## config.mk

```make
export PLATFORM = sky130hd
export DESIGN_NAME = mc_control_flat
export DESIGN_NICKNAME = d
export VERILOG_FILES = /design/src/rtl/mc_control_pkg.sv /design/src/rtl/mc_control_if.sv /design/src/rtl/mc_control_decode.sv /design/src/rtl/mc_control.sv /design/src/flat_wrapper.sv
export SDC_FILE = /design/constraint.sdc
export NUM_CORES = 1
export LEC_CHECK = 0
export BUFFER_PORTS_ARGS = -buffer_cell sky130_fd_sc_hd__buf_2
export CAP_MARGIN = 5
export CORE_MARGIN = 2
export CORE_UTILIZATION = 43
export DETAILED_ROUTE_END_ITERATION = 8
export PLACE_DENSITY = 0.79
export SYNTH_ARGS = -nofsm -noshare
export SYNTH_HDL_FRONTEND = slang
export SYNTH_HIERARCHICAL = 1
export SYNTH_SLANG_ARGS = --single-unit
```

## constraint.sdc

```tcl
create_clock -name clk -period 1.4 [get_ports clk]
set_clock_uncertainty 0.1 [all_clocks]
set_input_delay 0.28 -clock clk [delete_from_list [all_inputs] [get_ports clk]]
set_output_delay 0.28 -clock clk [all_outputs]
set_load 0.01 [all_outputs]
```

## src/rtl/mc_control_pkg.sv

```systemverilog
// mc_control_pkg: state encodings, opcodes, datapath select codes and the control word for mc_control.
package mc_control_pkg;
  typedef enum logic [3:0] {
    IDLE      = 4'd0,
    FETCH     = 4'd1,
    DECODE    = 4'd2,
    MEM_ADDR  = 4'd3,
    MEM_READ  = 4'd4,
    MEM_WB    = 4'd5,
    MEM_WRITE = 4'd6,
    EXECUTE   = 4'd7,
    R_WB      = 4'd8,
    BRANCH    = 4'd9,
    JUMP      = 4'd10,
    ADDI_EX   = 4'd11,
    ADDI_WB   = 4'd12,
    ILLEGAL   = 4'd13
  } state_t;
  localparam logic [5:0] OP_R    = 6'h00;
  localparam logic [5:0] OP_J    = 6'h02;
  localparam logic [5:0] OP_BEQ  = 6'h04;
  localparam logic [5:0] OP_ADDI = 6'h08;
  localparam logic [5:0] OP_LW   = 6'h23;
  localparam logic [5:0] OP_SW   = 6'h2b;
  localparam logic [1:0] ALU_ADD   = 2'b00;
  localparam logic [1:0] ALU_SUB   = 2'b01;
  localparam logic [1:0] ALU_FUNCT = 2'b10;
  localparam logic [1:0] SRCB_B     = 2'b00;
  localparam logic [1:0] SRCB_4     = 2'b01;
  localparam logic [1:0] SRCB_IMM   = 2'b10;
  localparam logic [1:0] SRCB_SHIFT = 2'b11;
  localparam logic [1:0] PC_ALU    = 2'b00;
  localparam logic [1:0] PC_ALUOUT = 2'b01;
  localparam logic [1:0] PC_JUMP   = 2'b10;
  typedef struct packed {
    logic       pc_write;
    logic       iord;
    logic       mem_read;
    logic       mem_write;
    logic       ir_write;
    logic       mem_to_reg;
    logic       reg_dst;
    logic       reg_write;
    logic       alu_src_a;
    logic [1:0] alu_src_b;
    logic [1:0] alu_op;
    logic [1:0] pc_source;
    logic       illegal_op;
  } ctrl_t;
endpackage

```

## src/rtl/mc_control_if.sv

```systemverilog
// mc_control_if: control unit <-> datapath signals; master is the control unit.
interface mc_control_if #(parameter int OP_W = 6);
  logic [OP_W-1:0] opcode;
  logic            zero;
  logic            mem_ready;
  logic            PCWrite;
  logic            IorD;
  logic            MemRead;
  logic            MemWrite;
  logic            IRWrite;
  logic            MemtoReg;
  logic            RegDst;
  logic            RegWrite;
  logic            ALUSrcA;
  logic [1:0]      ALUSrcB;
  logic [1:0]      ALUOp;
  logic [1:0]      PCSource;
  logic            illegal_op;
  logic [3:0]      state_out;
  modport master (
    input  opcode, zero, mem_ready,
    output PCWrite, IorD, MemRead, MemWrite, IRWrite, MemtoReg, RegDst, RegWrite,
           ALUSrcA, ALUSrcB, ALUOp, PCSource, illegal_op, state_out
  );
  modport slave (
    output opcode, zero, mem_ready,
    input  PCWrite, IorD, MemRead, MemWrite, IRWrite, MemtoReg, RegDst, RegWrite,
           ALUSrcA, ALUSrcB, ALUOp, PCSource, illegal_op, state_out
  );
endinterface

```

## src/rtl/mc_control_decode.sv

```systemverilog
// mc_control_decode: combinational control word from state, zero flag and memory handshake.
module mc_control_decode
  import mc_control_pkg::*;
(
  input  state_t state,
  input  logic   zero,
  input  logic   mem_ready,
  output ctrl_t  ctrl
);
  always_comb begin
    ctrl = '0;
    case (state)
      FETCH: begin
        ctrl.mem_read  = 1'b1;
        ctrl.alu_src_b = SRCB_4;
        ctrl.alu_op    = ALU_ADD;
        ctrl.pc_source = PC_ALU;
        ctrl.ir_write  = mem_ready;
        ctrl.pc_write  = mem_ready;
      end
      DECODE: ctrl.alu_src_b = SRCB_SHIFT;
      MEM_ADDR, ADDI_EX: begin
        ctrl.alu_src_a = 1'b1;
        ctrl.alu_src_b = SRCB_IMM;
      end
      MEM_READ: begin
        ctrl.mem_read = 1'b1;
        ctrl.iord     = 1'b1;
      end
      MEM_WB: begin
        ctrl.reg_write  = 1'b1;
        ctrl.mem_to_reg = 1'b1;
      end
      MEM_WRITE: begin
        ctrl.mem_write = 1'b1;
        ctrl.iord      = 1'b1;
      end
      EXECUTE: begin
        ctrl.alu_src_a = 1'b1;
        ctrl.alu_src_b = SRCB_B;
        ctrl.alu_op    = ALU_FUNCT;
      end
      R_WB: begin
        ctrl.reg_write = 1'b1;
        ctrl.reg_dst   = 1'b1;
      end
      BRANCH: begin
        ctrl.alu_src_a = 1'b1;
        ctrl.alu_src_b = SRCB_B;
        ctrl.alu_op    = ALU_SUB;
        ctrl.pc_source = PC_ALUOUT;
        ctrl.pc_write  = zero;
      end
      JUMP: begin
        ctrl.pc_source = PC_JUMP;
        ctrl.pc_write  = 1'b1;
      end
      ADDI_WB: ctrl.reg_write = 1'b1;
      ILLEGAL: ctrl.illegal_op = 1'b1;
      default: ctrl = '0;
    endcase
  end
endmodule

```

## src/rtl/mc_control.sv

```systemverilog
// mc_control: multi-cycle main control FSM; state register and next-state logic, outputs decoded from state.
module mc_control
  import mc_control_pkg::*;
#(
  parameter int OP_W = 6
) (
  input  logic         clk,
  input  logic         reset,
  mc_control_if.master bus
);
  state_t state, nxt;
  ctrl_t  ctrl;
  logic   is_lw, is_sw;
  assign is_lw = bus.opcode == OP_W'(OP_LW);
  assign is_sw = bus.opcode == OP_W'(OP_SW);
  always_comb begin
    nxt = IDLE;
    case (state)
      IDLE:      nxt = FETCH;
      FETCH:     nxt = bus.mem_ready ? DECODE : FETCH;
      DECODE:    nxt = (is_lw || is_sw)                ? MEM_ADDR :
                       bus.opcode == OP_W'(OP_R)       ? EXECUTE  :
                       bus.opcode == OP_W'(OP_BEQ)     ? BRANCH   :
                       bus.opcode == OP_W'(OP_J)       ? JUMP     :
                       bus.opcode == OP_W'(OP_ADDI)    ? ADDI_EX  : ILLEGAL;
      MEM_ADDR:  nxt = is_lw ? MEM_READ : MEM_WRITE;
      MEM_READ:  nxt = bus.mem_ready ? MEM_WB : MEM_READ;
      MEM_WRITE: nxt = bus.mem_ready ? FETCH : MEM_WRITE;
      EXECUTE:   nxt = R_WB;
      ADDI_EX:   nxt = ADDI_WB;
      MEM_WB, R_WB, BRANCH, JUMP, ADDI_WB, ILLEGAL: nxt = FETCH;
      default:   nxt = IDLE;
    endcase
  end
  always_ff @(posedge clk or posedge reset)
    if (reset) state <= IDLE;
    else state <= nxt;
  mc_control_decode u_decode (
    .state     (state),
    .zero      (bus.zero),
    .mem_ready (bus.mem_ready),
    .ctrl      (ctrl)
  );
  assign bus.PCWrite    = ctrl.pc_write;
  assign bus.IorD       = ctrl.iord;
  assign bus.MemRead    = ctrl.mem_read;
  assign bus.MemWrite   = ctrl.mem_write;
  assign bus.IRWrite    = ctrl.ir_write;
  assign bus.MemtoReg   = ctrl.mem_to_reg;
  assign bus.RegDst     = ctrl.reg_dst;
  assign bus.RegWrite   = ctrl.reg_write;
  assign bus.ALUSrcA    = ctrl.alu_src_a;
  assign bus.ALUSrcB    = ctrl.alu_src_b;
  assign bus.ALUOp      = ctrl.alu_op;
  assign bus.PCSource   = ctrl.pc_source;
  assign bus.illegal_op = ctrl.illegal_op;
  assign bus.state_out  = state;
endmodule

```

## src/flat_wrapper.sv

```systemverilog
// flat-port wrapper written by rule: the top's interface ports become plain ports
module mc_control_flat import mc_control_pkg::*;
#(
  parameter int OP_W = 6
)
  (clk, reset, bus_opcode, bus_zero, bus_mem_ready, bus_PCWrite, bus_IorD, bus_MemRead, bus_MemWrite, bus_IRWrite, bus_MemtoReg, bus_RegDst, bus_RegWrite, bus_ALUSrcA, bus_ALUSrcB, bus_ALUOp, bus_PCSource, bus_illegal_op, bus_state_out);
  mc_control_if #(.OP_W(OP_W)) bus_i ();
  input  logic clk;
  input  logic reset;
  input wire logic [$bits(bus_i.opcode)-1:0] bus_opcode;
  input wire logic [$bits(bus_i.zero)-1:0] bus_zero;
  input wire logic [$bits(bus_i.mem_ready)-1:0] bus_mem_ready;
  output wire logic [$bits(bus_i.PCWrite)-1:0] bus_PCWrite;
  output wire logic [$bits(bus_i.IorD)-1:0] bus_IorD;
  output wire logic [$bits(bus_i.MemRead)-1:0] bus_MemRead;
  output wire logic [$bits(bus_i.MemWrite)-1:0] bus_MemWrite;
  output wire logic [$bits(bus_i.IRWrite)-1:0] bus_IRWrite;
  output wire logic [$bits(bus_i.MemtoReg)-1:0] bus_MemtoReg;
  output wire logic [$bits(bus_i.RegDst)-1:0] bus_RegDst;
  output wire logic [$bits(bus_i.RegWrite)-1:0] bus_RegWrite;
  output wire logic [$bits(bus_i.ALUSrcA)-1:0] bus_ALUSrcA;
  output wire logic [$bits(bus_i.ALUSrcB)-1:0] bus_ALUSrcB;
  output wire logic [$bits(bus_i.ALUOp)-1:0] bus_ALUOp;
  output wire logic [$bits(bus_i.PCSource)-1:0] bus_PCSource;
  output wire logic [$bits(bus_i.illegal_op)-1:0] bus_illegal_op;
  output wire logic [$bits(bus_i.state_out)-1:0] bus_state_out;
  assign bus_i.opcode = bus_opcode;
  assign bus_i.zero = bus_zero;
  assign bus_i.mem_ready = bus_mem_ready;
  assign bus_PCWrite = bus_i.PCWrite;
  assign bus_IorD = bus_i.IorD;
  assign bus_MemRead = bus_i.MemRead;
  assign bus_MemWrite = bus_i.MemWrite;
  assign bus_IRWrite = bus_i.IRWrite;
  assign bus_MemtoReg = bus_i.MemtoReg;
  assign bus_RegDst = bus_i.RegDst;
  assign bus_RegWrite = bus_i.RegWrite;
  assign bus_ALUSrcA = bus_i.ALUSrcA;
  assign bus_ALUSrcB = bus_i.ALUSrcB;
  assign bus_ALUOp = bus_i.ALUOp;
  assign bus_PCSource = bus_i.PCSource;
  assign bus_illegal_op = bus_i.illegal_op;
  assign bus_state_out = bus_i.state_out;
  mc_control #(.OP_W(OP_W)) u_core (.clk(clk), .reset(reset), .bus(bus_i));
endmodule
```

; ---- Word-level counts from Yosys, hierarchy flattened
; Cells that the tools add are included.
; W data, S select, Z words.
[op_classes]
n_eq_ne = 18
n_mux = 23
reduce_logical = 9
[ops]
columns = cell, count
row1 = $pmux W4 S8, 1
row2 = $eq A4 B4 Y1 const B, 6
row3 = $eq A4 B3 Y1 const B, 4
row4 = $mux W4, 4
row5 = $eq A6 B6 Y1 const B, 2
row6 = $mux W1, 10
row7 = $eq A4 B2 Y1 const B, 2
row8 = $pmux W2 S2, 2
row9 = $reduce_or A7 Y1, 1
row10 = $eq A6 B2 Y1 const B, 1
row11 = $eq A6 B3 Y1 const B, 1
row12 = $eq A6 B4 Y1 const B, 1
row13 = $logic_not A6 Y1, 1
row14 = $mux W3, 2
row15 = $pmux W2 S3, 1
row16 = $reduce_or A2 Y1, 3
row17 = $eq A4 B1 Y1 const B, 1
row18 = $logic_not A4 Y1, 1
row19 = $mux W2, 2
row20 = $reduce_or A4 Y1, 1
row21 = $pmux W1 S3, 1
row22 = $reduce_or A3 Y1, 1
row23 = $logic_or A1 B1 Y1, 1
[totals]
ff_bits = 4
output_inout_bits = 20
elab_cells = 51

; ---- Longest topological paths before layout
[logic_depth]
depth_word = 7
depth_mapped = 5

; ---- By module
; Netlist, hierarchy kept.
[modules_own_cells]
columns = module, n_inst, cells_each, area_per_inst_um2
row1 = mc_control, 1, 43, 337.8
row2 = mc_control_decode, 1, 29, 224.0

; ---- Worst setup path after synthesis
; Ideal clock, no wire load.
[synth_path]
path_kind = reg-to-output
startpoint = register u_core.state[1], in the netlist u_core/bus.state_out[1]
endpoint = output bus_ALUSrcB[0]
t_arrival_ns = 1.120
setup_slack_ns = -0.100
stages_incl_launch_ff = 3
n_path_buf = 0
cell_sequence = dfrtp_1 > nand2b_4 > a211oi_1
[synth_via]
elab_chain_len = 3
elab_cells_between_ends = 6
cone_classes = 4 x eq/ne / 1 x mux / 1 x reduce/logical
[synth_lines]
columns = element, line
row1 = start: declaration, mc_control.sv:11  ; state_t state, nxt;
row2 = start signal: assignment, mc_control.sv:37  ; else state <= nxt;
row3 = $eq A4 B2 Y1 or $eq A4 B4 Y1 (tied branches), mc_control_decode.sv:12  ; case (state)
row4 = $reduce_or A2 Y1, mc_control_decode.sv:12
row5 = $pmux W2 S3 *, mc_control_decode.sv:12
row6 = end: declaration, flat_wrapper.sv:22  ; output wire logic [$bits(bus_i.ALUSrcB)-1:0] bus_ALUSrcB;
; Every way passes the cells marked *; elsewhere a longest branch is shown, timed or not.

; ---- Worst setup path after layout
[layout_path]
startpoint = register u_core.state[3], in the netlist u_core/bus.state_out[3]
endpoint = output bus_RegDst
[layout_via]
elab_chain_len = 2
[layout_lines]
columns = element, line
row1 = $eq A4 B4 Y1, mc_control_decode.sv:12
row2 = $mux W1, mc_control_decode.sv:12
row3 = end: declaration, flat_wrapper.sv:19  ; output wire logic [$bits(bus_i.RegDst)-1:0] bus_RegDst;
; No other way between the ends.

==> results.ini <==
[detailed_routing]
finalWirelength_um=2290
drt_first_iter_violations=26
drc_errors=0
routed_wire_length_per_instance_um=16.47
detailroute.via_count=789
route.detailed.vias_per_inst=5.676
postRouteAntennaNets=0
drt_pre_antenna_iters=4

[global_routing]
grt-ovfl-total=0
grt_max_degree=11
grt_pass1_wl_um=2553
first_global_vias=634
globalRouteTotalUtil=0.2477
grt_antenna_before_repair=0

[place]
place_congestion=0.7463
placed_cells=128
dp_hpwl_um=1240
port_buffers=29

[die]
dieArea_um2=1612
placement_rows=13
core_area_um2=1252
initial_standard_cell_utilization_of_the_core=0.4486
die_w_um=40.15
num_io_pins=30
die-height_um=40.15

[clock_network]
cts_tree=yes
cts_sinks=4
clock_input_transition_at_the_sequential_cells_of_the_worst_setup_and_hold_paths_ns=0.04
cts_inserted_buffers=3
h-tree-depth=1
clock_tree.root_cell=clkbuf_4
clk_path_buf_depth=2
clkLatencyLatePin_ns=0.24

[synth]
mappedNetlistArea_um2=561.8
syn-num-nets=82
postSynthAreaPerCell_um2=7.803
share_of_synthesized_registers_carrying_an_async_set_or_reset=1.000
synth_edf_count=0
synth-seq-cells=4
ys.flop_type=dfrtp_1
sequential_area_share_after_synthesis=0.1782
number_of_standard_cells_after_synthesis=72
yosysWarnings=6
yosys.cell_types.count=34

[finish]
final_cells=139
fin_util=0.8681
layout.cells.most_common=buf_2
sequential_cell_area_um2=105.1
antennaDiodeCount=0
drive_gt1_frac=0.6694
layout_common_cells=buf_2 (26), buf_6 (14), buf_4 (12), nor2_1 (7), dfrtp_2 (4)
largest_reg_flops=4
fin_nets=136
area_growth_pct=93.54
num-fill-cells=73
area_taken_by_multi_input_logic_gates_um2=525.5

[timing]
unrepaired_setup_endpoints_after_global_routing=yes
highest_achievable_clock_rate_mhz=593.9
final_critical_path_setup_slack_ns=-0.2837
timing.final.crit_period_ns=1.684
hold_viol=0
slew_headroom=0.8087
setup_viol=20
min_period_over_period=1.203
timing_worst_slew_pin_value_ns=0.2862
final_max_slew_viol_count=0

[run]
cap_violations=0

[hold_path]
hold_path.startpoint=bus_opcode[2]
holdPathEnd=u_core/bus.state_out[0]
min_path_type=input pin to register
timing.hold.worst_path_depth=3

[worst_setup_path]
worstRegToRegCells=5
startpoint_type=register
worst_setup_ep_type=output port
worstPathRequired_ns=1.02
criticalPathCategory=register to output port
cp_max_fo=8
setup.worst_path.start=u_core/bus.state_out[3]
cp.arrival_ns=1.30
worst-r2r-setup-slack_ns=-0.01
reg2reg_from=u_core/bus.state_out[3]
r2r-end=u_core/bus.state_out[2]

[power_and_ir_drop]
total_power_w=0.002264
p_per_area_nw_per_um2=2083
vdd_ir_max_mv=1.030
p_leak_nw=0.5095

[status]
failed_checks=negative setup slack
outcome=finished with violations

[how the worst max path moves through the flow]
stage          cells after the start                      end  slack, ns
2_1_floorplan                      3              bus_PCWrite      -0.02
3_3_place_gp                       4  u_core/bus.state_out[2]      -0.12
3_5_place_dp                       5  u_core/bus.state_out[3]      -0.13
4_1_cts                            3              bus_IRWrite      -0.24
5_1_grt                            4               bus_RegDst      -0.33
6_report                           4               bus_RegDst      -0.28
[metrics by stage]
stage / cell area (µm²) / setup slack (ns) / TNS [ns] / hold WS, ns
3_3_place_gp: 844.6 / -0.1214 / -0.4249 / 0.06188
4_1_cts: 945.9 / -0.2407 / -2.849 / 0.3310
2_1_floorplan: 578.1 / -0.01980 / -0.01980 / -0.05405
5_1_grt: 1087 / -0.3310 / -4.472 / 0.3568
3_5_place_dp: 844.6 / -0.1309 / -0.5506 / 0.06573
6_report: 1087 / -0.2837 / -3.492 / 0.3402
[report_power, final]
group | total (W) | internal [W] | switching (W)
clock network | 0.000150 | 0.0000963 | 0.0000533
logic | 0.00184 | 0.000964 | 0.000873
registers | 0.000277 | 0.000174 | 0.000103
[kinds of logic (layout without fill, tap and decap cells)]
family                    after synthesis  count (layout)  synth area share
and+or+nand+nor                        42              42            0.4788
AOI/OAI and AO/OA                      16              16            0.2205
buffers and inverters                   7              59           0.07350
DFF                                     4               4            0.1782
xor gates and xnor gates                2               2           0.03119
muxes                                   1               1           0.01782
[cells in the mapped netlist, types with 2 or more instances]
library cell,count,area share
buf_4,2,0.027
a31oi_1,2,0.022
nor3_1,3,0.027
inv_1,2,0.013
or4_1,3,0.040
nand2b_4,3,0.073
nand2_1,5,0.033
dfrtp_1,4,0.18
nor2_1,12,0.080
clkbuf_1,2,0.013
xnor2_1,2,0.031
o21ai_0,2,0.018
a211oi_1,2,0.027
nand2b_1,3,0.033
nor2b_1,4,0.045
nor3b_1,3,0.040
[metal layers]
metal	share of wire	vias up	track usage
met4	0.025	0	0.2069
met1	0.39	374	0.2367
met5	0	-	0
li1	-	368	-
met2	0.55	41	0.4597
met3	0.040	6	0.03333
[layout make-up]
type	count	share of cell area
Clock buffer	3	0.02071
Inverter	2	0.006905
Multi-Input combinational cell	61	0.4833
Sequential cell	4	0.09666
Tap cell	15	0.01726
Timing Repair Buffer	54	0.3751
[worst max-delay path, stage by stage, from the launching register on]
cell and delay [ns]:
dfrtp_2 0.49, buf_6 0.18, nand2b_4 0.10, nor3_2 0.13, buf_2 0.16
[repair_timing]
item | 4_1_cts | 5_1_grt
endpoints found under the hold margin | 4 | 0
hold buffers | 1 | 0
endpoints found under the setup margin | 18 | 23
setup buffers | 4 | 4
pin swaps | 3 | 6
resized for setup | 10 | 30
Note: power is estimated with default switching activity, not from simulation.
